### config.mk
export PLATFORM = sky130hd
export DESIGN_NAME = threshold_detector_flat
export DESIGN_NICKNAME = d
export VERILOG_FILES = /design/src/rtl/threshold_detector_pkg.sv /design/src/rtl/threshold_detector_if.sv /design/src/rtl/threshold_detector_sample_delay_line.sv /design/src/rtl/threshold_detector.sv /design/src/flat_wrapper.sv
export SDC_FILE = /design/constraint.sdc
export NUM_CORES = 1
export LEC_CHECK = 0
export ABC_AREA = 1
export CAP_MARGIN = 30
export CELL_PAD_IN_SITES_DETAIL_PLACEMENT = 2
export CELL_PAD_IN_SITES_GLOBAL_PLACEMENT = 2
export CORE_MARGIN = 4
export CORE_UTILIZATION = 35
export CTS_CLUSTER_DIAMETER = 60
export DETAILED_ROUTE_END_ITERATION = 10
export PLACE_DENSITY = 0.85
export SLEW_MARGIN = 10
export SYNTH_ARGS = -nofsm -noshare
export SYNTH_HDL_FRONTEND = slang
export SYNTH_SLANG_ARGS = --single-unit
export TNS_END_PERCENT = 5
### constraint.sdc
create_clock -name clk -period 3.2 [get_ports clk]
set_clock_uncertainty 0.1 [all_clocks]
set_input_delay 0.32 -clock clk [delete_from_list [all_inputs] [get_ports clk]]
set_output_delay 0.32 -clock clk [all_outputs]
set_load 0.03 [all_outputs]
### src/rtl/threshold_detector_pkg.sv
// -----------------------------------------------------------------------------
// thresh_det_pkg
// Shared types and helpers for the threshold detector.
//   - det_state_e : detector FSM state encoding
//   - det_event_t : one detection event (peak, peak index, width)
//   - to_mag      : two's-complement sample -> offset-binary magnitude domain
//   - sat_inc16 / sat_inc8 : saturating increments
// -----------------------------------------------------------------------------
package thresh_det_pkg;

    localparam int unsigned SAMPLE_W   = 32'd16;
    localparam logic [15:0] MAG_OFFSET = 16'h8000;

    typedef enum logic [1:0] {
        ST_WARMUP  = 2'd0,
        ST_IDLE    = 2'd1,
        ST_DETECT  = 2'd2,
        ST_HOLDOFF = 2'd3
    } det_state_e;

    typedef struct packed {
        logic [15:0] peak;
        logic [15:0] idx;
        logic [15:0] width;
    } det_event_t;

    // Same mapping as the upstream averager: negate, then shift to offset binary.
    function automatic logic [15:0] to_mag(input logic [15:0] d);
        return (~d) + 16'd1 + MAG_OFFSET;
    endfunction

    function automatic logic [15:0] sat_inc16(input logic [15:0] v);
        return (v == 16'hFFFF) ? v : v + 16'd1;
    endfunction

    function automatic logic [7:0] sat_inc8(input logic [7:0] v);
        return (v == 8'hFF) ? v : v + 8'd1;
    endfunction

endpackage

### src/rtl/threshold_detector_if.sv
// -----------------------------------------------------------------------------
// threshold_detector_if
// Event delivery channel (valid/ready) between the detector and its consumer.
//   det_valid : event available        (master -> slave)
//   det_ready : consumer accepts event  (slave -> master)
//   det_peak  : largest cut value in the event
//   det_index : sample index of the peak
//   det_width : hit count, saturating
// -----------------------------------------------------------------------------
interface threshold_detector_if;
    import thresh_det_pkg::*;

    logic                det_valid;
    logic                det_ready;
    logic [SAMPLE_W-1:0] det_peak;
    logic [SAMPLE_W-1:0] det_index;
    logic [SAMPLE_W-1:0] det_width;

    modport master (
        output det_valid, det_peak, det_index, det_width,
        input  det_ready
    );

    modport slave (
        input  det_valid, det_peak, det_index, det_width,
        output det_ready
    );

endinterface

### src/rtl/threshold_detector_sample_delay_line.sv
// -----------------------------------------------------------------------------
// sample_delay_line
// Fixed-depth shift register; dout_o is din_i delayed by DEPTH clocks.
//   clk    : clock, rising edge
//   rst_n  : asynchronous active-low reset, clears every stage to 0
//   din_i  : sample in, one per clock
//   dout_o : sample from DEPTH clocks ago
// -----------------------------------------------------------------------------
module sample_delay_line #(
    parameter int unsigned DEPTH = 32'd8,
    parameter int unsigned WIDTH = 32'd16
) (
    input  logic             clk,
    input  logic             rst_n,
    input  logic [WIDTH-1:0] din_i,
    output logic [WIDTH-1:0] dout_o
);

    logic [WIDTH-1:0] stage_q [DEPTH];

    // Shift one position per clock; stage 0 takes the new sample.
    always_ff @(posedge clk or negedge rst_n) begin
        if (!rst_n) begin
            for (int unsigned i = 0; i < DEPTH; i++) begin
                stage_q[i] <= {WIDTH{1'b0}};
            end
        end else begin
            stage_q[0] <= din_i;
            for (int unsigned i = 1; i < DEPTH; i++) begin
                stage_q[i] <= stage_q[i-1];
            end
        end
    end

    assign dout_o = stage_q[DEPTH-1];

endmodule

### src/rtl/threshold_detector.sv
// -----------------------------------------------------------------------------
// threshold_detector
// Compares the delayed cell-under-test against noise floor + margin and turns
// contiguous runs of hits into events (peak, peak index, width).
// Optional feature macro: THRESH_DET_HYST_EN (exit level = entry level - HYST).
// Ports:
//   clk       : sole clock, rising edge
//   rst       : asynchronous active-low reset
//   D         : two's-complement sample, one per clock
//   threshold : noise floor, offset binary
//   det       : event channel (master side), valid/ready
//   in_det    : registered, high while the FSM is in DETECT
//   drop_cnt  : events lost to a full slot, saturating at 255
// -----------------------------------------------------------------------------
module threshold_detector
    import thresh_det_pkg::*;
#(
    parameter int unsigned N       = 32'd16,
    parameter int unsigned DELAY   = 32'd8,
    parameter int unsigned OFFSET  = 32'd256,
    parameter int unsigned HYST    = 32'd128,
    parameter int unsigned HOLDOFF = 32'd4
) (
    input  logic                clk,
    input  logic                rst,
    input  logic [SAMPLE_W-1:0] D,
    input  logic [SAMPLE_W-1:0] threshold,
    threshold_detector_if.master det,
    output logic                in_det,
    output logic [7:0]          drop_cnt
);

    localparam logic [15:0] WARM_LAST = 16'(N + DELAY - 32'd1);
    localparam logic [15:0] HOLD_LAST = 16'(HOLDOFF - 32'd1);
    localparam logic [16:0] OFFSET_C  = 17'(OFFSET);
`ifdef THRESH_DET_HYST_EN
    localparam logic [16:0] HYST_C    = 17'(HYST);
`else
    // Hysteresis disabled: the margin collapses to zero, exit == entry.
    localparam logic [16:0] HYST_C    = 17'(HYST) & 17'h0_0000;
`endif

    logic [15:0] mag_s;
    logic [15:0] cut_s;
    logic [15:0] cut_idx_s;
    logic [16:0] entry_sum_s;
    logic [15:0] entry_lvl_s;
    logic [16:0] exit_diff_s;
    logic [15:0] exit_lvl_s;
    logic        hit_entry_s;
    logic        hit_exit_s;
    logic        emit_s;

    det_state_e  state_q, state_d;
    logic [15:0] idx_q;
    logic [15:0] cnt_q, cnt_d;
    logic [15:0] peak_q, peak_d;
    logic [15:0] pidx_q, pidx_d;
    logic [15:0] width_q, width_d;
    logic        valid_q, valid_d;
    det_event_t  ev_q, ev_d;
    logic [7:0]  drop_q, drop_d;
    logic        in_det_q;

    assign mag_s = to_mag(D);

    sample_delay_line #(
        .DEPTH (DELAY),
        .WIDTH (SAMPLE_W)
    ) u_cut_dly (
        .clk    (clk),
        .rst_n  (rst),
        .din_i  (mag_s),
        .dout_o (cut_s)
    );

    // The cut was captured DELAY edges ago, when the counter was DELAY lower.
    assign cut_idx_s   = idx_q - 16'(DELAY);
    assign entry_sum_s = {1'b0, threshold} + OFFSET_C;
    assign entry_lvl_s = entry_sum_s[16] ? 16'hFFFF : entry_sum_s[15:0];
    assign exit_diff_s = {1'b0, entry_lvl_s} - HYST_C;
    assign exit_lvl_s  = ({1'b0, entry_lvl_s} >= HYST_C) ? exit_diff_s[15:0] : 16'd0;
    assign hit_entry_s = (cut_s > entry_lvl_s);
    assign hit_exit_s  = (cut_s > exit_lvl_s);

    // Detector FSM: warm-up, run tracking, hold-off.
    always_comb begin
        state_d = state_q;
        cnt_d   = cnt_q;
        peak_d  = peak_q;
        pidx_d  = pidx_q;
        width_d = width_q;
        emit_s  = 1'b0;
        case (state_q)
            ST_WARMUP: begin
                if (cnt_q == WARM_LAST) begin
                    state_d = ST_IDLE;
                    cnt_d   = 16'd0;
                end else begin
                    cnt_d = cnt_q + 16'd1;
                end
            end
            ST_IDLE: begin
                if (hit_entry_s) begin
                    state_d = ST_DETECT;
                    peak_d  = cut_s;
                    pidx_d  = cut_idx_s;
                    width_d = 16'd1;
                end else begin
                    state_d = ST_IDLE;
                end
            end
            ST_DETECT: begin
                if (hit_exit_s) begin
                    width_d = sat_inc16(width_q);
                    // Strictly greater only: ties keep the earliest peak.
                    if (cut_s > peak_q) begin
                        peak_d = cut_s;
                        pidx_d = cut_idx_s;
                    end else begin
                        peak_d = peak_q;
                    end
                end else begin
                    emit_s = 1'b1;
                    cnt_d  = 16'd0;
                    if (HOLDOFF == 32'd0) begin
                        state_d = ST_IDLE;
                    end else begin
                        state_d = ST_HOLDOFF;
                    end
                end
            end
            ST_HOLDOFF: begin
                if (cnt_q == HOLD_LAST) begin
                    state_d = ST_IDLE;
                    cnt_d   = 16'd0;
                end else begin
                    cnt_d = cnt_q + 16'd1;
                end
            end
            default: begin
                state_d = ST_WARMUP;
                cnt_d   = 16'd0;
            end
        endcase
    end

    // Single-entry output slot; a consume on the emit edge frees it in time.
    always_comb begin
        valid_d = valid_q;
        ev_d    = ev_q;
        drop_d  = drop_q;
        if (emit_s) begin
            if (!valid_q || det.det_ready) begin
                valid_d     = 1'b1;
                ev_d.peak   = peak_q;
                ev_d.idx    = pidx_q;
                ev_d.width  = width_q;
            end else begin
                drop_d = sat_inc8(drop_q);
            end
        end else if (valid_q && det.det_ready) begin
            valid_d = 1'b0;
        end else begin
            valid_d = valid_q;
        end
    end

    // State, counters and registered outputs.
    always_ff @(posedge clk or negedge rst) begin
        if (!rst) begin
            state_q  <= ST_WARMUP;
            idx_q    <= 16'd0;
            cnt_q    <= 16'd0;
            peak_q   <= 16'd0;
            pidx_q   <= 16'd0;
            width_q  <= 16'd0;
            valid_q  <= 1'b0;
            ev_q     <= '{peak: 16'd0, idx: 16'd0, width: 16'd0};
            drop_q   <= 8'd0;
            in_det_q <= 1'b0;
        end else begin
            state_q  <= state_d;
            idx_q    <= idx_q + 16'd1;
            cnt_q    <= cnt_d;
            peak_q   <= peak_d;
            pidx_q   <= pidx_d;
            width_q  <= width_d;
            valid_q  <= valid_d;
            ev_q     <= ev_d;
            drop_q   <= drop_d;
            in_det_q <= (state_d == ST_DETECT);
        end
    end

    assign det.det_valid = valid_q;
    assign det.det_peak  = ev_q.peak;
    assign det.det_index = ev_q.idx;
    assign det.det_width = ev_q.width;
    assign in_det        = in_det_q;
    assign drop_cnt      = drop_q;

endmodule

### src/flat_wrapper.sv
// flat-port wrapper written by rule: the top's interface ports become plain ports
module threshold_detector_flat import thresh_det_pkg::*;
#(
    parameter int unsigned N       = 32'd16,
    parameter int unsigned DELAY   = 32'd8,
    parameter int unsigned OFFSET  = 32'd256,
    parameter int unsigned HYST    = 32'd128,
    parameter int unsigned HOLDOFF = 32'd4
)
  (clk, rst, D, threshold, in_det, drop_cnt, det_det_valid, det_det_peak, det_det_index, det_det_width, det_det_ready);
  threshold_detector_if det_i ();
  input  logic clk;
  input  logic rst;
  input  logic [SAMPLE_W-1:0] D;
  input  logic [SAMPLE_W-1:0] threshold;
  output logic in_det;
  output logic [7:0] drop_cnt;
  output wire logic [$bits(det_i.det_valid)-1:0] det_det_valid;
  output wire logic [$bits(det_i.det_peak)-1:0] det_det_peak;
  output wire logic [$bits(det_i.det_index)-1:0] det_det_index;
  output wire logic [$bits(det_i.det_width)-1:0] det_det_width;
  input wire logic [$bits(det_i.det_ready)-1:0] det_det_ready;
  assign det_det_valid = det_i.det_valid;
  assign det_det_peak = det_i.det_peak;
  assign det_det_index = det_i.det_index;
  assign det_det_width = det_i.det_width;
  assign det_i.det_ready = det_det_ready;
  threshold_detector #(.N(N), .DELAY(DELAY), .OFFSET(OFFSET), .HYST(HYST), .HOLDOFF(HOLDOFF)) u_core (.clk(clk), .rst(rst), .D(D), .threshold(threshold), .det(det_i), .in_det(in_det), .drop_cnt(drop_cnt));
endmodule
Word level (Yosys, flattened, before mapping)

Index checks and enable logic that the tools add are counted.

Flip-flop bits (word level): 268
Logic and storage cells: 87

Equality and inequality tests: 14
$lt $le $gt $ge: 2
Multiplexer cells: 27
Add/subtract/negate cells: 8
Reductions and logical operators: 13
Bitwise operators: 3

Operators by type and width:

| operator                 | count |
|---|---|
| $mux W16                 | 13 |
| $pmux W16 S2             | 3 |
| $add A16 B1 Y16 const B  | 4 |
| $pmux W16 S3             | 1 |
| $gt A16 B16 Y1           | 2 |
| $add A16 B9 Y17 const B  | 1 |
| $add A16 B16 Y16 const B | 1 |
| $eq A16 B16 Y1 const B   | 1 |
| $eq A16 B2 Y1 const B    | 1 |
| $eq A16 B5 Y1 const B    | 1 |
| $not A16 Y16             | 1 |
| $sub A16 B4 Y16 const B  | 1 |
| $add A8 B1 Y8 const B    | 1 |
| $eq A8 B8 Y1 const B     | 1 |
| $mux W2                  | 4 |
| $pmux W2 S4              | 1 |
| $reduce_and A4 Y1        | 2 |
| $eq A2 B2 Y1 const B     | 3 |
| $ne A2 B1 Y1 const B     | 3 |
| $ne A2 B2 Y1 const B     | 3 |
| $reduce_and A2 Y1        | 3 |
| $mux W1                  | 5 |
| $reduce_bool A2 Y1       | 2 |
| $reduce_and A3 Y1        | 1 |
| other kinds (7)          | 8 |

Logic depth before layout (Yosys ltp)

Word-level depth: 7
Mapped depth: 22

Modules after synthesis

From an unflattened synthesis, not the netlist that was laid out.

Cell total of the unflattened synthesis: 1159
Area total of the unflattened synthesis: 11382.2 µm²

Modules (own cells, without submodules):

| module             | sequential area each (µm²) | times used | area each (µm²) | cells each |
|---|---|---|---|---|
| threshold_detector | 3503.4                     | 1          | 8059.0          | 1015 |
| sample_delay_line  | 3203.1                     | 1          | 3323.2          | 144 |

Worst setup path before layout

OpenSTA, ideal clock, no wires.

Kind: input to register
From: input threshold[8]
To: register u_core.peak_q[0]
Path slack: 0.156 ns
Library setup time: 0.117 ns
Arrival time: 2.827 ns
Cell stages on the path: 20
Path buffers: 2
Cells stage by stage: ha_1 nand3_1 nor2_1 nand2_1 nor3_1 clkbuf_1 nor2_1 ha_1 nand2_1 nor2_1 nand2_1 nand2_1 nand2_1 nand2_2 nand2_2 nor2_4 nand2_2 buf_6 nand2_1 nand2_1

Cells in the longest elaborated chain, start to end: 5
Elaborated cells between the ends (all ways): 6
Those cells by class: 1 x add/sub; 1 x order compare; 2 x eq/ne; 1 x mux; 1 x reduce/logical

Ends and longest elaborated chain:

| item                                   | line                                               | source |
|---|---|---|
| start, declared                        | flat_wrapper.sv:15                                 | `input logic [SAMPLE_W-1:0] threshold;` |
| $add A16 B9 Y17 (*)                    | threshold_detector.sv:79                           | `assign entry_sum_s = {1'b0, threshold} + OFFSET_C;` |
| $mux W16 (*)                           | threshold_detector.sv:80                           | `assign entry_lvl_s = entry_sum_s[16] ? 16'hFFFF : entry_sum_s[15:0];` |
| $gt A16 B16 Y1 (*)                     | threshold_detector.sv:83, threshold_detector.sv:84 |  |
| $ne A2 B1 Y1 (no source line)          | -                                                  |  |
| $reduce_and A4 Y1 (no source line) (*) | -                                                  |  |
| end signal, assigned                   | threshold_detector.sv:186                          | `peak_q <= peak_d;` |
| end, declared                          | threshold_detector.sv:57                           | `logic [15:0] peak_q, peak_d;` |

Every way passes the cells marked *; elsewhere a longest branch is shown, timed or not.
A chain may end at the register's enable or synchronous reset.

Worst setup path in the final report

From: input threshold[12]
To: register u_core.pidx_q[15]

Cells in the longest elaborated chain, start to end: 5
Elaborated cells between the ends (all ways): 6
Those cells by class: 1 x add/sub; 1 x order compare; 2 x eq/ne; 1 x mux; 1 x reduce/logical

Ends and longest elaborated chain:

| item                                   | line                                               | source |
|---|---|---|
| $add A16 B9 Y17 (*)                    | threshold_detector.sv:79                           |  |
| $mux W16 (*)                           | threshold_detector.sv:80                           |  |
| $gt A16 B16 Y1 (*)                     | threshold_detector.sv:83, threshold_detector.sv:84 |  |
| $ne A2 B1 Y1 (no source line)          | -                                                  |  |
| $reduce_and A4 Y1 (no source line) (*) | -                                                  |  |
| end signal, assigned                   | threshold_detector.sv:187                          | `pidx_q <= pidx_d;` |
| end, declared                          | threshold_detector.sv:58                           | `logic [15:0] pidx_q, pidx_d;` |

Marked as above.

==> run summary <==
CTS root buf: clkbuf_16
Final period util: 93.3%
Clock power frac: 34.1%
share of layout cells above drive strength 1: 10.8%
Async SR Flop Fraction: 100%
syn_area_per_cell: 9.92 um^2
Post-Synthesis Cells: 1,139
DRT antenna net count: 0
DR iter-0 viols: 506
DPL Wire Length: 22,700 um
crit path from: threshold[12]
final core occ: 44.5%
HP Class: input pin to flop
Clock H-tree levels: 1
Reg power frac: 38.3%
final cell count without fillers: 1,693
Yosys reg bits: 268
Final Hold Fails: 0
row cnt: 65
DP Worst Slack: -0.690 ns
Reg-to-Reg Start: u_core.u_cut_dly.dout_o[3]
Synth Warn #: 0
CTS tree: built
net switching power: 3.80 mW
slowest CP cell: clkdlybuf4s50_1
r2r setup slk: 0.72 ns
drt drc: 0
final instance area: 14,100 um^2
final worst slack: 0.214 ns
first-pass GRT wire length: 57,100 um
most frequent cells in the layout: 268 x dfrtp_1, 266 x nand2_1, 122 x inv_1, 87 x clkdlybuf4s50_1, 86 x nand3_1
Setup CP Type: input pin to flop
effective utilization at floorplan: 35.6%
status: complete, no violations
Antenna diodes: 0
Worst-Skew Late Latency: 0.56 ns
max_cap viols: 0
Worst Path Required: 3.54 ns
Min-Delay Path Depth: 1
Post-synth EDFFs: 0
dpl cells: 1,631
worst reg2reg path endpoint: u_core.pidx_q[15]
# nets final: 1,343
vias per inst: 5.10
PortBufs: 92
CP max stage delay: 0.48 ns
Hold Crit Start: D[0]
Comb pwr share: 27.6%
most common cell after layout, fill and taps aside: dfrtp_1
Synth cell types: 39
GRT Residual Overflow: 0
pin count of the biggest net entering global routing: 87
Crit. End Element: flop
critical path data arrival time: 3.33 ns
crit path cell chain: clkdlybuf4s50_1, inv_1, nor2_4, nand2_4, nor3_4, buf_6, nor2_1, ha_1, nand2_2, inv_1, nand2_1, nand2_1, nand2_1, nand2_1, nand2_1, nand2_2, nand2_4, nor2_4, nand2_2, buf_12, nand2_1, nand2_1
most used cell, CP: nand2_1
reg2reg path depth: 15
Seq/Total Area, Yosys: 59.4%
Pint: 7.29 mW
CTS Sinks: 268
DP Area: 12,800 um^2
Routability Congestion: 0.821
chip width: 188 um
setup TNS: 0 ns
Synth Net Count: 1,214
vias in the first global route: 9,931
final setup fails: 0
RSZ-0062 raised after global routing: false
Syn-to-layout area delta: 24.9%
Die Footprint: 35,200 um^2
drt first pass iters: 5
crit-path max FO: 32
initial antenna violation count: 0
main flop type after synthesis: dfrtp_1
Clock Pin Slew Worst Setup and Hold Paths: 0.06 ns
total global-route track usage: 20.1%
I/O pin cnt: 93
Core ar.: 31,700 um^2
Post-Route WL: 35,300 um
Buf+Inv Stages, Crit Path: 5
top achievable clock speed: 0.335 GHz
via count: 8,626
sw frac: 34.3%
Setup crit start kind: input pin
Die Ht: 188 um
CTS Buf Count: 31
worst vdd rail ir drop: 0.401 mV
WL per Instance: 20.9 um
Longest Clk Path Bufs: 3
FILL cells: 3,290
Leakage: 6.59 nW
FF+latch area: 6710 um^2
worst slew pin tran: 0.677 ns
Power Density: 786 nW/um^2
Mapped Area: 11,300 um^2
Period minus WS final: 2.99 ns
CP top delay family: simple AND/OR/NAND/NOR gates
relative slew slack: 54.4%
multi-input combinational cell area: 4000 um^2
Max Slew Vio Count: 0
worst hold path endpoint: u_core.u_cut_dly.stage_q[112]
power groups by stage:
stage / combinational, mW / clock (mW) / sequential (mW)
global route: 3.34 / 4.04 / 4.30
finish: 3.06 / 3.78 / 4.25
global placement: 2.71 / 0 / 4.24
CTS: 3.07 / 3.87 / 4.25
floorplan: 1.36 / 0 / 4.59
detailed placement: 2.87 / 0 / 4.28
flip-flops by register name (all words and copies together) (netlist names):
name	cells
u_core.cnt_q	16
u_core.det.det_index	16
u_core.det.det_peak	16
u_core.det.det_valid	1
u_core.det.det_width	16
u_core.drop_cnt	8
u_core.idx_q	16
u_core.in_det	1
u_core.peak_q	16
u_core.pidx_q	16
u_core.state_q	2
u_core.u_cut_dly.dout_o	16
u_core.u_cut_dly.stage_q	112
u_core.width_q	16
routing by layer:
layer	part of all wire (%)	global-route usage, %	routed length [um]
met1	42	24.7	14800
met2	52	36.9	18300
met3	3.6	2.61	1270
met4	2.9	5.93	1030
met5	0	0	0
metrics by stage:
step                      hold slack (ns)  total power, mW
final                               0.138             11.1
after global routing                0.122             11.7
after CTS                           0.115             11.2
after detailed placement            0.236             7.15
after global placement              0.231             6.94
after floorplan                   -0.0756             5.95
what timing repair did:
item	4_1_cts	5_1_grt
cloned	2	0
setup endpoints to repair	124	124
buffers inserted	3	0
resized for setup	25	10
endpoints found under the hold margin	76	0
pin swaps	7	3
hold buffers	1	0
synth_stat cells (4+ instances only):
cell type / n / share of area [%]
ha_1: 40 / 4.4
buf_2: 4 / 0.18
inv_1: 122 / 4.1
nand2_2: 5 / 0.28
a21oi_1: 13 / 0.58
nor3_1: 25 / 1.1
nand3_2: 4 / 0.35
nand4_1: 14 / 0.78
clkbuf_1: 11 / 0.37
nand2_1: 273 / 9.1
o21ai_0: 68 / 3.0
o211ai_1: 5 / 0.33
o21ai_2: 14 / 1.1
dfrtp_1: 268 / 59
xor2_1: 48 / 3.7
buf_6: 10 / 1.0
o21ai_1: 20 / 0.89
nand3b_1: 4 / 0.27
nand3_1: 89 / 3.9
nor2_1: 65 / 2.2
xnor2_1: 7 / 0.54
final cells by class:
cell class	instances	share of cell area, %
repair buffers	128	9.56
clock buffers	44	6.27
inverters	123	3.27
well taps	402	3.56
multi-input cells	716	28.4
flip-flops and latches	268	47.5
clock inverters	12	1.45
worst max-delay path by stage:
stage	to	slack [ns]	cells past startpoint
6_report	u_core.pidx_q[15]	0.21	22
5_1_grt	u_core.pidx_q[3]	0.002	22
4_1_cts	u_core.peak_q[12]	-0.005	23
3_5_place_dp	u_core.peak_q[12]	-0.69	23
3_3_place_gp	u_core.pidx_q[15]	-0.27	21
2_1_floorplan	u_core.peak_q[0]	0.16	20
cells by family (layout without fill, tap and decap cells):
family	Yosys count	after routing	share of synthesized area, %
xor+xnor	55	55	4.26
fa+ha+maj	40	40	4.43
simple gates	498	498	19.6
flops	268	268	59.4
buf+inv	155	307	6.22
compound gates	123	123	6.08
No activity file was read; power rests on OpenSTA's default activity.
